==> config.mk <==
export PLATFORM = sky130hd
export DESIGN_NAME = chirp_frame_sequencer
export DESIGN_NICKNAME = d
export VERILOG_FILES = /design/src/rtl/chirp_seq_pkg.sv /design/src/rtl/chirp_ramp_gen.sv /design/src/rtl/chirp_frame_sequencer.sv
export SDC_FILE = /design/constraint.sdc
export NUM_CORES = 1
export LEC_CHECK = 0
export BUFFER_PORTS_ARGS = -buffer_cell sky130_fd_sc_hd__buf_4
export CAP_MARGIN = 30
export CORE_ASPECT_RATIO = 1.2
export CORE_MARGIN = 2
export CORE_UTILIZATION = 40
export CTS_CLUSTER_SIZE = 40
export DETAILED_ROUTE_END_ITERATION = 12
export GPL_ROUTABILITY_DRIVEN = 0
export PLACE_DENSITY = 0.63
export SYNTH_ARGS = -nofsm -noshare
export SYNTH_HDL_FRONTEND = slang
export SYNTH_SLANG_ARGS = --single-unit
==> constraint.sdc <==
create_clock -name clk -period 8.2 [get_ports clk]
set_clock_uncertainty 0.05 [all_clocks]
set_input_delay 2.05 -clock clk [delete_from_list [all_inputs] [get_ports clk]]
set_output_delay 2.05 -clock clk [all_outputs]
set_load 0.02 [all_outputs]
==> src/rtl/chirp_seq_pkg.sv <==
// chirp_seq_pkg: shared encodings for the chirp frame sequencer.
// Mode codes, FSM states, ramp direction constants and mode helper.
package chirp_seq_pkg;

    localparam logic [1:0] MODE_CW  = 2'b00;
    localparam logic [1:0] MODE_SAW = 2'b01;
    localparam logic [1:0] MODE_TRI = 2'b10;

    localparam logic DIR_UP   = 1'b0;
    localparam logic DIR_DOWN = 1'b1;

    typedef enum logic [1:0] {
        ST_IDLE = 2'd0,
        ST_RAMP = 2'd1,
        ST_GAP  = 2'd2
    } state_t;

    // Saw and triangle codes ramp; 00 and 11 are both CW.
    function automatic logic is_fmcw_mode(input logic [1:0] mode);
        return (mode == MODE_SAW) || (mode == MODE_TRI);
    endfunction

endpackage

==> src/rtl/chirp_ramp_gen.sv <==
// chirp_ramp_gen: DAC code ramp for one chirp plus the DAC latch strobe.
// Down-ramp logic is built only when CHIRP_SEQ_TRIANGLE_EN is defined.
module chirp_ramp_gen
    import chirp_seq_pkg::*;
#(
    parameter int DAC_W = 10
) (
    input  logic             clk,
    input  logic             rst_n,
    input  logic             start,
    input  logic             abort,
    input  logic             cw_en,
`ifdef CHIRP_SEQ_TRIANGLE_EN
    input  logic             tri_en,
`endif
    input  logic [15:0]      psc,
    output logic [DAC_W-1:0] code,
    output logic             active,
    output logic             done,
    output logic             da_clk
);

    localparam logic [DAC_W-1:0] CODE_MAX = '1;

    logic [DAC_W-1:0] code_q;
    logic [DAC_W-1:0] code_nxt;
    logic [15:0]      hold_q;
    logic             active_q;
    logic             upd_q;
    logic             da_q;
    logic             step;
    logic             at_end;
`ifdef CHIRP_SEQ_TRIANGLE_EN
    logic             dir_q;
    logic             dir_nxt;
`endif

    // ">=" keeps a shrinking prescaler from stalling the ramp
    assign step   = hold_q >= psc;
    assign done   = active_q && step && at_end;
    assign code   = code_q;
    assign active = active_q;
    assign da_clk = da_q;

    // End-of-chirp detect and the next code along the ramp
    always_comb begin
        code_nxt = code_q + DAC_W'(1);
        at_end   = (code_q == CODE_MAX);
`ifdef CHIRP_SEQ_TRIANGLE_EN
        dir_nxt  = dir_q;
        if (tri_en) begin
            at_end = (dir_q == DIR_DOWN) && (code_q == '0);
            if (dir_q == DIR_DOWN) begin
                code_nxt = code_q - DAC_W'(1);
            end else if (code_q == CODE_MAX) begin
                code_nxt = CODE_MAX - DAC_W'(1);
                dir_nxt  = DIR_DOWN;
            end
        end
`endif
    end

    // Prescaler, code counter and two-stage strobe (data settles first)
    always_ff @(posedge clk or negedge rst_n) begin
        if (!rst_n) begin
            code_q   <= '0;
            hold_q   <= '0;
            active_q <= 1'b0;
            upd_q    <= 1'b0;
            da_q     <= 1'b0;
        end else if (abort) begin
            code_q   <= '0;
            hold_q   <= '0;
            active_q <= 1'b0;
            upd_q    <= 1'b0;
            da_q     <= 1'b0;
        end else begin
            da_q  <= upd_q;
            upd_q <= 1'b0;
            if (start) begin
                active_q <= 1'b1;
                code_q   <= '0;
                hold_q   <= '0;
                upd_q    <= 1'b1;
            end else if (active_q) begin
                if (step) begin
                    hold_q <= '0;
                    if (at_end) begin
                        active_q <= 1'b0;
                        code_q   <= '0;
                    end else begin
                        code_q <= code_nxt;
                        upd_q  <= 1'b1;
                    end
                end else begin
                    hold_q <= hold_q + 16'd1;
                end
            end else if (cw_en) begin
                if (step) begin
                    hold_q <= '0;
                    upd_q  <= 1'b1;
                end else begin
                    hold_q <= hold_q + 16'd1;
                end
            end else begin
                hold_q <= '0;
            end
        end
    end

`ifdef CHIRP_SEQ_TRIANGLE_EN
    // Direction starts up each chirp and turns at the top code
    always_ff @(posedge clk or negedge rst_n) begin
        if (!rst_n) begin
            dir_q <= DIR_UP;
        end else if (abort || start) begin
            dir_q <= DIR_UP;
        end else if (active_q && step && !at_end) begin
            dir_q <= dir_nxt;
        end
    end
`endif

endmodule

==> src/rtl/chirp_frame_sequencer.sv <==
// chirp_frame_sequencer: frame timer, chirp FSM and CW/FMCW DAC output.
// Optional triangle mode: define CHIRP_SEQ_TRIANGLE_EN.
module chirp_frame_sequencer
    import chirp_seq_pkg::*;
#(
    parameter int SYS_CLK_FREQ_MHZ = 50,
    parameter int DAC_W            = 10,
    parameter int CHIRP_CNT_W      = 8,
    parameter int PERIOD_W         = 32,
    parameter int GAP_W            = 16
) (
    input  logic                   clk,
    input  logic                   rst_n,
    input  logic                   enable_i,
    input  logic [1:0]             mode_i,
    input  logic [PERIOD_W-1:0]    frame_period_i,
    input  logic [CHIRP_CNT_W-1:0] chirp_num_i,
    input  logic [GAP_W-1:0]       chirp_gap_i,
    input  logic [15:0]            step_psc_i,
    input  logic [DAC_W-1:0]       cw_level_i,
    output logic [DAC_W-1:0]       vco_out_o,
    output logic                   vco_da_clk_o,
    output logic                   chirp_active_o,
    output logic [CHIRP_CNT_W-1:0] chirp_idx_o,
    output logic                   frame_start_o,
    output logic                   frame_done_o,
    output logic                   overrun_o
);

    // Clock frequency is informational only
    localparam int unused_clk_mhz = SYS_CLK_FREQ_MHZ;

    state_t               state_q;
    state_t               state_d;
    logic [CHIRP_CNT_W-1:0] idx_q;
    logic [CHIRP_CNT_W-1:0] idx_d;
    logic [GAP_W-1:0]     gap_q;
    logic [GAP_W-1:0]     gap_d;
    logic [PERIOD_W-1:0]  fcnt_q;
    logic [1:0]           mode_q;
    logic [DAC_W-1:0]     cw_q;
    logic                 cw_sel_q;
    logic                 ov_q;
    logic                 fs_q;
    logic                 fs_d;
    logic                 fd_q;
    logic                 fd_d;
    logic                 run;
    logic                 tick;
    logic                 last;
    logic                 cw_en;
    logic                 ramp_start;
    logic                 ramp_done;
    logic [DAC_W-1:0]     ramp_code;
`ifdef CHIRP_SEQ_TRIANGLE_EN
    logic                 tri_en;

    assign tri_en = (mode_q == MODE_TRI);
`endif

    assign run = enable_i && is_fmcw_mode(mode_q)
              && (frame_period_i >= PERIOD_W'(2));
    assign tick = run
               && (fcnt_q >= frame_period_i - PERIOD_W'(1));
    assign last = (chirp_num_i == '0)
               || (idx_q >= chirp_num_i - CHIRP_CNT_W'(1));
    assign cw_en = enable_i && !is_fmcw_mode(mode_q)
                && (state_q == ST_IDLE);

    assign vco_out_o     = cw_sel_q ? cw_q : ramp_code;
    assign chirp_idx_o   = idx_q;
    assign frame_start_o = fs_q;
    assign frame_done_o  = fd_q;
    assign overrun_o     = ov_q;

    // Frame period counter; held at 0 while disabled or in CW
    always_ff @(posedge clk or negedge rst_n) begin
        if (!rst_n) begin
            fcnt_q <= '0;
        end else if (!run || tick) begin
            fcnt_q <= '0;
        end else begin
            fcnt_q <= fcnt_q + PERIOD_W'(1);
        end
    end

    // Chirp FSM next state, chirp index, gap count and frame pulses
    always_comb begin
        state_d    = state_q;
        idx_d      = idx_q;
        gap_d      = gap_q;
        ramp_start = 1'b0;
        fs_d       = 1'b0;
        fd_d       = 1'b0;
        if (!enable_i) begin
            state_d = ST_IDLE;
            idx_d   = '0;
            gap_d   = '0;
        end else begin
            unique case (state_q)
                ST_IDLE: begin
                    if (tick && (chirp_num_i != '0)) begin
                        state_d    = ST_RAMP;
                        idx_d      = '0;
                        ramp_start = 1'b1;
                        fs_d       = 1'b1;
                    end
                end
                ST_RAMP: begin
                    if (ramp_done) begin
                        if (last) begin
                            state_d = ST_IDLE;
                            idx_d   = '0;
                            fd_d    = 1'b1;
                        end else if (chirp_gap_i == '0) begin
                            idx_d      = idx_q + CHIRP_CNT_W'(1);
                            ramp_start = 1'b1;
                        end else begin
                            state_d = ST_GAP;
                            gap_d   = chirp_gap_i;
                        end
                    end
                end
                ST_GAP: begin
                    if (gap_q <= GAP_W'(1)) begin
                        state_d    = ST_RAMP;
                        idx_d      = idx_q + CHIRP_CNT_W'(1);
                        ramp_start = 1'b1;
                    end else begin
                        gap_d = gap_q - GAP_W'(1);
                    end
                end
                default: state_d = ST_IDLE;
            endcase
        end
    end

    // FSM registers; mode is frozen from frame start to frame end
    always_ff @(posedge clk or negedge rst_n) begin
        if (!rst_n) begin
            state_q <= ST_IDLE;
            idx_q   <= '0;
            gap_q   <= '0;
            mode_q  <= MODE_CW;
            fs_q    <= 1'b0;
            fd_q    <= 1'b0;
        end else begin
            state_q <= state_d;
            idx_q   <= idx_d;
            gap_q   <= gap_d;
            fs_q    <= fs_d;
            fd_q    <= fd_d;
            if (state_q == ST_IDLE) begin
                mode_q <= mode_i;
            end
        end
    end

    // Sticky overrun on a tick mid-frame; cleared only by disable
    always_ff @(posedge clk or negedge rst_n) begin
        if (!rst_n) begin
            ov_q <= 1'b0;
        end else if (!enable_i) begin
            ov_q <= 1'b0;
        end else if (tick && (state_q != ST_IDLE)) begin
            ov_q <= 1'b1;
        end
    end

    // Registered CW level and output select
    always_ff @(posedge clk or negedge rst_n) begin
        if (!rst_n) begin
            cw_sel_q <= 1'b0;
            cw_q     <= '0;
        end else begin
            cw_sel_q <= cw_en;
            cw_q     <= cw_en ? cw_level_i : '0;
        end
    end

    chirp_ramp_gen #(
        .DAC_W (DAC_W)
    ) u_ramp (
        .clk    (clk),
        .rst_n  (rst_n),
        .start  (ramp_start),
        .abort  (!enable_i),
        .cw_en  (cw_en),
`ifdef CHIRP_SEQ_TRIANGLE_EN
        .tri_en (tri_en),
`endif
        .psc    (step_psc_i),
        .code   (ramp_code),
        .active (chirp_active_o),
        .done   (ramp_done),
        .da_clk (vco_da_clk_o)
    );

endmodule

Word level (Yosys, flattened, before mapping)
Index checks and enable logic that the tools add are counted.
{ "totals": {"out_inout_bits": 23, "regBits": 103, "input_bits": 87} }
{ "classes": {"n_lt_le_gt_ge": 5, "reduce_logical": 23, "n_mux": 60, "n_addsub": 7, "n_eq_ne": 18} }
{ "op_table": {"columns": ["cell", "count"], "rows": [
  ["$mux W16", 10],
  ["$mux W10", 7],
  ["$mux W8", 6],
  ["$add A32 B1 Y32 const B", 1],
  ["$ge A32 B2 Y1 const B", 1],
  ["$ge A32 B32 Y1", 1],
  ["$mux W32", 1],
  ["$pmux W16 S2", 1],
  ["$sub A32 B1 Y32 const B", 1],
  ["$mux W1", 26],
  ["$pmux W8 S3", 1],
  ["$add A16 B1 Y16 const B", 1],
  ["$ge A16 B16 Y1", 1],
  ["$le A16 B1 Y1 const B", 1],
  ["$logic_not A16 Y1", 1],
  ["$sub A16 B1 Y16 const B", 1],
  ["$ne A3 B3 Y1 const B", 5],
  ["$mux W2", 6],
  ["$add A10 B1 Y10 const B", 1],
  ["$eq A10 B10 Y1 const B", 1],
  ["$reduce_and A5 Y1", 2],
  ["$logic_and A1 B1 Y1", 9],
  ["$ne A3 B1 Y1 const B", 3],
  ["$add A8 B1 Y8 const B", 1],
  ["other kinds (18)", 24]
]} }

Logic depth before layout (Yosys ltp)
Gate-level depths: netlist (run 1).
{ "depth": {"word_depth": 11, "mapped_depth": 17, "mapped_depth_nobuf": 15} }

Modules after synthesis
Synthesis (run 1) repeated with hierarchy kept, for this count alone.
{ "hier_totals": {"hier_cells": 858, "area_unflattened_um2": 7547.2} }
{ "by_module_without_submodules": {"columns": ["module", "n_inst", "area_per_inst_um2", "cells_each"], "rows": [
  ["chirp_frame_sequencer", 1, 5504.0, 626],
  ["chirp_ramp_gen", 1, 2043.2, 232]
]} }

Least setup slack after synthesis (run 1)
OpenSTA, ideal clock, no wires.
{ "synth_timing": {"path_kind": "input-to-reg", "from": "input frame_period_i[10]", "to": "register idx_q[3], in the netlist chirp_idx_o[3]", "path_buffers": 1, "path_stages": 15, "slack_ns": 2.451, "arrival_ns": 5.617, "cell_sequence": "or4_1 nor4_1 and2_1 nand2_1 nor3_1 xnor2_1 ha_1 nand4_1 nor4_1 nand2_1 a2111oi_0 a211oi_1 or4b_1 buf_2 o22ai_1"} }
{ "synth_between": {"elab_chain_len": 6, "elab_cells_between_ends": 8, "cone_classes": "1 x add/sub; 2 x order compare; 1 x eq/ne; 4 x reduce/logical"} }
{ "synth_rtl": {"columns": ["item", "line_no", "text"], "rows": [
  ["from (decl)", "chirp_frame_sequencer.sv:16", "input logic [PERIOD_W-1:0] frame_period_i,"],
  ["$sub A32 B1 Y32 or $ge A32 B2 Y1 (tied branches)", "chirp_frame_sequencer.sv:64, chirp_frame_sequencer.sv:62", null],
  ["$ge A32 B32 Y1 or $logic_and A1 B1 Y1 (tied branches)", "chirp_frame_sequencer.sv:64, chirp_frame_sequencer.sv:62", null],
  ["$logic_and A1 B1 Y1 (*)", "chirp_frame_sequencer.sv:64", "&& (fcnt_q >= frame_period_i - PERIOD_W'(1));"],
  ["$logic_and A1 B1 Y1 (*)", "chirp_frame_sequencer.sv:102", "if (tick && (chirp_num_i != '0)) begin"],
  ["$ne A3 B2 Y1 (no source line) (*)", null, null],
  ["$reduce_and A5 Y1 (no source line) (*)", null, null],
  ["to (signal assigned)", "chirp_frame_sequencer.sv:149", "idx_q <= idx_d;"],
  ["to (decl)", "chirp_frame_sequencer.sv:35", "logic [CHIRP_CNT_W-1:0] idx_q;"]
]} }
Every way passes the cells marked *; elsewhere a longest branch is shown, timed or not.
A chain may end at the register's enable or synchronous reset.

Worst setup path after layout (run 1)
Ends and elaborated chain as after synthesis.

==> reports/qor.txt, run 1 <==
worst-path cell chain: buf_4, or4_1, nor4_1, nand3_1, nor2_1, nand2_1, xor2_1, ha_1, nand4_1, nor4_1, nand2_1, a2111oi_0, a211oi_1, buf_4, or4b_1, o22ai_1
Combinational Power Share: 0.418
WHS Path Cells: 1
RSZ-0062 raised after global routing: no
final net count: 1,098
most used flip-flop cell after synthesis: dfrtp_1
CTS Sinks: 103
Synth async-reset ratio: 1.00
DRT iter0 DRCs: 330
synthesized flop and latch total: 103
fin cells: 1,170
r2r worst-path depth: 6
max-slew violations: 0
final setup vio count: 0
CTS max path bufs: 2
Final period util: 0.746
leak pwr: 3.99 nW
core area: 18,200 um2
Ports: 110
Mapped Area: 7480 um2
Worst-path clk slew: 0.07 ns
number of synthesized flops with an enable pin: 0
initial core utilization: 0.410
CP Data Required Time: 8.42 ns
fin util: 0.482
Worst-Margin Slew: 0.921 ns
most frequent cells in the layout: 114 x buf_4, 103 x dfrtp_1, 83 x nor2_1
Gate Count Post-Synth: 850
power per cell area: 206 nW/um2
Critical Path Start Type: input port
synthesized net count: 1,007
Remaining DRCs: 0
initial antenna violation count: 0
final hold slack: 0.418 ns
post-CTS setup buffer count: 0
WS Path Type: input port to flop
status: finished, final reports clean
worst-path fanout max: 12
Worst setup EP type: flop
arrival time worst endpoint: 6.34 ns
max-cap check violation count: 0
PortBufs: 109
slowest CP cell: or4b_1
Via Count: 6,513
# hold bufs at CTS: 0
sw power: 0.744 mW
VDD IR max: 175 uV
DR vias/cell: 5.57
Antenna Nets Post-Route: 0
final instance area: 8790 um2
gr usage total: 0.187
DIE WIDTH: 129 um
total routed wirelength: 18.0 mm
Max Freq: 0.163 GHz
Root Driver: clkbuf_16
fraction of power consumed by sequential logic: 0.348
Hold Path Class: flop to flop
die area: 19,800 um2
Slew Limit Headroom: 0.386
H-Tree Depth: 3
Syn-to-layout area delta: 17.5%
first-pass GRT wire length: 30.4 mm
drt wl/cell: 15.4 um
router iterations before antenna repair: 5
Skew-Pair Late Insertion Delay: 0.35 ns
die height: 154 um
part of the power in the clock network: 0.234
TritonCTS buffer count: 9
commonest non-fill, non-tap cell in the layout: buf_4
register area share after synthesis: 0.345
cts repair resizes: 0
Synth cell types: 63
layout cell share with drive strength beyond 1: 0.160
Int Pwr: 1.07 mW
Post-Place Cells: 1,154
Final Hold Fails: 0
post-route setup TNS: 0 ns
cell row count: 54
GRT overflow: 0
Fillers: 1,810
Final Critical Period: 6.12 ns
Worst path max stage delay: 0.64 ns
vias in the first global route: 6,398
CTS tree: built
switching share of power: 0.411
synth warn: 0
ANT cells: 0
Syn Area/Cell: 8.80 um2
pin count of the biggest net entering global routing: 58
Final HPWL DP: 13.5 mm
DP Area: 8500 um2
per-layer routing:
metal,wire [um],vias to the layer above,share of wire,track usage
li1,-,3266,-,-
met1,8260,3063,0.46,0.247
met2,8670,156,0.48,0.315
met3,770,28,0.043,0.0285
met4,343,0,0.019,0.0590
met5,0,-,0,0
Yosys cell counts, types with 4 or more instances:
master / instances / area share
or4_1: 8 / 0.0080
inv_1: 42 / 0.021
buf_2: 4 / 0.0027
o211ai_1: 8 / 0.0080
dfrtp_1: 103 / 0.34
and4_1: 8 / 0.0094
nor4_1: 30 / 0.025
a211oi_1: 13 / 0.013
and2_1: 17 / 0.014
nand2b_1: 4 / 0.0033
nor3_1: 32 / 0.021
nand3_1: 44 / 0.029
o21ai_1: 10 / 0.0067
nor2b_1: 5 / 0.0042
o31ai_1: 8 / 0.0080
ha_1: 70 / 0.12
mux2_2: 12 / 0.018
a31oi_1: 4 / 0.0033
o21a_1: 5 / 0.0050
nand4_1: 14 / 0.012
or3_1: 7 / 0.0059
o21ai_0: 14 / 0.0094
nor3b_1: 6 / 0.0060
a21oi_1: 28 / 0.019
nand2_1: 69 / 0.035
xnor2_1: 41 / 0.048
a2111oi_0: 7 / 0.0082
and3_1: 19 / 0.016
nor2_1: 83 / 0.042
clkbuf_1: 31 / 0.016
o22ai_1: 9 / 0.0075
xor2_1: 42 / 0.049
path summary, 6_finish.rpt:
check	endpoint	startpoint	slack, ns
worst max-delay path	chirp_idx_o[3]$_DFFE_PN0P_	frame_period_i[10]	2.08
worst min-delay path	u_ramp.da_clk$_DFF_PN0_	u_ramp.upd_q$_DFF_PN0_	0.42
worst max register to register	chirp_idx_o[3]$_DFFE_PN0P_	gap_q[6]$_DFFE_PN0P_	4.84
worst min register to register	u_ramp.da_clk$_DFF_PN0_	u_ramp.upd_q$_DFF_PN0_	0.42
max in group asynchronous	gap_q[10]$_DFFE_PN0P_	rst_n	5.29
min in group asynchronous	fcnt_q[6]$_DFF_PN0_	rst_n	1.64
area by class of cell:
type | count | area (um2) | area share
multi-input cells | 669 | 4610 | 0.524
repair buffers | 115 | 871 | 0.0991
clock inverters | 6 | 52.6 | 0.00598
well taps | 224 | 280 | 0.0319
inverters | 43 | 161 | 0.0184
clock buffers | 10 | 239 | 0.0272
flip-flops and latches | 103 | 2580 | 0.293
critical path: cells and delay by family:
kind	cells	cell delay [ns]
simple gates	9	2.78
fa+ha+maj	1	0.31
compound gates	3	0.70
buf+inv	2	0.32
xor+xnor	1	0.16
kinds of logic (layout without fill, tap and decap cells):
logic type                 count (synthesis)  in the layout  synth area share
adders and majority gates                 70             70             0.117
muxes                                     15             15            0.0221
buffers and inverters                     78            174            0.0398
AOI/OAI and AO/OA                        141            141             0.133
xor gates and xnor gates                  83             83            0.0972
and+or+nand+nor                          360            360             0.246
DFF                                      103            103             0.345
flip-flops by register name, indices dropped and copies added, names as in the netlist:
name           flops
chirp_idx_o        8
gap_q             16
fcnt_q            32
frame_done_o       1
frame_start_o      1
u_ramp.da_clk      1
mode_q             2
u_ramp.hold_q     16
state_q            2
cw_q              10
cw_sel_q           1
u_ramp.upd_q       1
u_ramp.code       10
overrun_o          1
u_ramp.active      1
per-stage QoR:
| stage | power, mW | setup slack, ns |
|---|---|---|
| final | 1.81 | 2.08 |
| after global routing | 1.94 | 1.62 |
| after floorplan | 1.18 | 2.45 |
| after detailed placement | 1.39 | 1.74 |
| after CTS | 1.83 | 2.12 |
| after global placement | 1.38 | 1.79 |
power by group through the flow:
stage,registers (mW),logic [mW],clock network [mW]
floorplan,0.620,0.562,0
global placement,0.639,0.741,0
detailed placement,0.639,0.755,0
CTS,0.630,0.758,0.437
global route,0.639,0.842,0.456
finish,0.630,0.757,0.424
Note: power is estimated with default switching activity, not from simulation.
==> run 2, diff against run 1 <==
- ABC_AREA: not set -> 1
- clock period: 8.2 -> 5.9 ns (I/O delays scaled with it)
==> run 2 against run 1 <==
  * Synthesized area increased by 13%
  * Hold slack worse by 0.0031 ns
  * Critical path depth up 7
  * Count of clock-buffer cells in the layout grew 1
  * Sequential power grew 40%
  * Die area is 12% higher
  * Clock power grew 46%
  * Wire length rose by 8.5%
  * Synthesized cell count increased by 36%
  * Core utilization down 1.1 points
  * Non-clock buffer count is 4 lower
  * Global-route usage is 0.49 points lower
  * Critical endpoint unchanged
  * Largest cell class unchanged
==> reports/qor.txt, run 2 <==
Remaining DRCs: 0 (unchanged)
vias in the first global route: 7,280 (+14%)
status: finished, final reports clean
max reg flops: 32 (unchanged)
Syn Area/Cell: 7.31 um2 (-17%)
Skew-Pair Late Insertion Delay: 0.34 ns (about the same)
post-synth top area cell: dfrtp_1
post-CTS setup buffer count: 0 (unchanged)
post-route setup TNS: 0 ns (unchanged)
VDD IR max: 138 uV (-21%)
die height: 163 um (+6.0%)
DR vias/cell: 4.95 (-11%)
Syn-to-layout area delta: 16.4%
sw power: 0.909 mW (+22%)
CP Data Required Time: 6.07 ns (-2.35 ns)
first-pass GRT wire length: 33.1 mm (+9.0%)
Final Critical Period: 4.66 ns
Ports: 110 (unchanged)
top-count cell post-synth: nand2_1
drt wl/cell: 12.8 um (-17%)
most used cell, CP: nand2_1
slowest CP cell: nand2_1
top cells by count, synth: 210 x nand2_1, 180 x inv_1, 138 x nor2_1
RSZ-0062 raised after global routing: no
Slew Limit Headroom: 0.408 (+0.0222)
Via Count: 7,580 (+16%)
Hold Path Class: flop to flop
number of synthesized flops with an enable pin: 0 (unchanged)
switching share of power: 0.389 (-0.0217)
PortBufs: 109 (unchanged)
Gate Count Post-Synth: 1,153 (+36%)
area occupied by multi-input gates: 5040 um2 (+9.4%)
final net count: 1,412 (+29%)
H-Tree Depth: 3 (unchanged)
most used flip-flop cell after synthesis: dfrtp_1
area share of the largest cell type after synthesis: 0.306 (-0.0389)
layout cell share with drive strength beyond 1: 0.156 (-0.00406)
Root Driver: clkbuf_16
TritonCTS buffer count: 9 (unchanged)
Area contributors post-synth: dfrtp_1 31%, ha_1 10%, nand2_1 9.4%
Most flops, register: fcnt_q
Worst setup EP type: flop
CTS max path bufs: 2 (unchanged)
# hold bufs at CTS: 0 (unchanged)
Synth async-reset ratio: 1.00 (unchanged)
Worst-Margin Slew: 0.887 ns (-0.0333 ns)
Fillers: 2,075 (+15%)
Worst-path clk slew: 0.07 ns (about the same)
core area: 20,800 um2 (+14%)
commonest non-fill, non-tap cell in the layout: nand2_1
Largest regs: fcnt_q x32, gap_q x16, u_ramp.hold_q x16
router iterations before antenna repair: 5 (unchanged)
worst-path cell chain: buf_4, inv_1, ha_1, nand2_2, nor2_4, nand4_4, nor3_4, nand2_2, nor2_2, nand3b_1, nor2_1, xnor2_1, ha_1, nand2_1, nor3_1, and3_1, nand2_1, nand2_1, nand3_1, nand2_1, nand3_4, nand2_1, nand2_1
most frequent cells in the layout: 210 x nand2_1, 180 x inv_1, 138 x nor2_1
initial core utilization: 0.405 (-0.00521)
CTS Sinks: 103 (unchanged)
Worst path max stage delay: 0.35 ns (-0.29 ns)
total chip power: 2.34 mW (+29%)
Max Freq: 0.214 GHz
total routed wirelength: 19.6 mm (+8.5%)
ANT cells: 0 (unchanged)
Synth cell types: 52 (-17%)
Final period util: 0.791
initial antenna violation count: 0 (unchanged)
die area: 22,300 um2 (+12%)
Int Pwr: 1.43 mW (+34%)
WS Path Type: input port to flop
gr usage total: 0.183 (-0.00490)
cell row count: 58 (+7.4%)
Antenna Nets Post-Route: 0 (unchanged)
DIE WIDTH: 137 um (+6.0%)
pin count of the biggest net entering global routing: 70 (+21%)
synth warn: 0 (unchanged)
synthesized net count: 1,310 (+30%)
Final HPWL DP: 15.3 mm (+13%)
synthesized flop and latch total: 103 (unchanged)
worst-path fanout max: 12 (unchanged)
max-cap check violation count: 0 (unchanged)
fraction of power consumed by sequential logic: 0.377 (+0.029)
GRT overflow: 0 (unchanged)
max-slew violations: 0 (unchanged)
Critical Path Start Type: input port
DRT iter0 DRCs: 408 (+24%)
arrival time worst endpoint: 4.84 ns (-1.50 ns)
part of the power in the clock network: 0.264 (+0.030)
reg2reg setup slack: 3.28 ns (-1.56 ns)
Mapped Area: 8430 um2 (+13%)
Final Hold Fails: 0 (unchanged)
register area share after synthesis: 0.306 (-0.0389)
FF+latch area: 2580 um2 (unchanged)
power per cell area: 238 nW/um2 (+16%)
cts repair resizes: 0 (unchanged)
CTS tree: built
final setup vio count: 0 (unchanged)
leak pwr: 4.88 nW (+23%)
Combinational Power Share: 0.358 (-0.060)
## run 2: changes by cell type after synthesis, moves of 20 or more
| cell | delta |
|---|---|
| o21ai_0 | +21 |
| nand3_1 | +24 |
| a21oi_1 | +24 |
| nand2_1 | +141 |
| clkbuf_1 | -20 |
| nor4_1 | -22 |
| nor2_1 | +55 |
| inv_1 | +138 |
## run 2: layer usage
metal / vias to the layer above / global-route usage / share of wire
met5: - / 0 / 0
met4: 0 / 0.0630 / 0.027
met3: 31 / 0.0183 / 0.033
met2: 147 / 0.317 / 0.49
met1: 3462 / 0.235 / 0.45
li1: 3940 / - / -
## run 2: cell type report
type,count,area share
well taps,270,0.0344
repair buffers,111,0.0850
flip-flops and latches,103,0.263
clock inverters,5,0.00651
clock buffers,11,0.0247
multi-input cells,840,0.514
inverters,190,0.0730
## run 2: critical path, delay by kind of cell
kind,cells,cell delay (ns)
xor+xnor,1,0.08
simple gates,18,2.58
fa+ha+maj,2,0.48
buf+inv,2,0.22
## run 2: cells by family (layout without fill, tap and decap cells)
kind of cell             after synthesis  count (layout)  synth area share
AO/OA/AOI/OAI                        139             139            0.0932
flip-flops                           103             103             0.306
XOR/XNOR                              75              75            0.0779
adder cells (fa/ha/maj)               70              70             0.104
buffers and inverters                210             317            0.0965
AND/OR/NAND/NOR                      556             556             0.323
## run 2: final timing paths
kind,startpoint,endpoint,cells after the start
min reg2reg,u_ramp.upd_q$_DFF_PN0_,u_ramp.da_clk$_DFF_PN0_,2
max in group asynchronous,rst_n,fcnt_q[13]$_DFF_PN0_,2
max reg2reg,u_ramp.hold_q[11]$_DFF_PN0_,u_ramp.code[3]$_DFFE_PN0P_,12
min,u_ramp.upd_q$_DFF_PN0_,u_ramp.da_clk$_DFF_PN0_,2
max,frame_period_i[0],chirp_idx_o[3]$_DFFE_PN0P_,23
min in group asynchronous,rst_n,gap_q[4]$_DFFE_PN0P_,1
## run 2: power by group through the flow
stage	Clock (mW)	Sequential, mW	Combinational, mW
after floorplan	0	0.868	0.638
after global placement	0	0.894	0.831
after detailed placement	0	0.894	0.845
after CTS	0.637	0.882	0.848
after global routing	0.667	0.896	0.966
final	0.617	0.881	0.837
## run 2: stage by stage
stage / std cells / area, um2 / util / worst slack (ns) / hold WS (ns)
floorplan: 1153 / 8430 / - / 1.62 / 0.363
global placement: 1514 / 9500 / 0.456 / 0.990 / 0.408
detailed placement: 1514 / 9500 / 0.456 / 0.868 / 0.409
CTS: 1530 / 9810 / 0.471 / 1.23 / 0.426
global route: 1530 / 9810 / 0.471 / 0.839 / 0.437
finish: 1530 / 9810 / 0.471 / 1.24 / 0.415
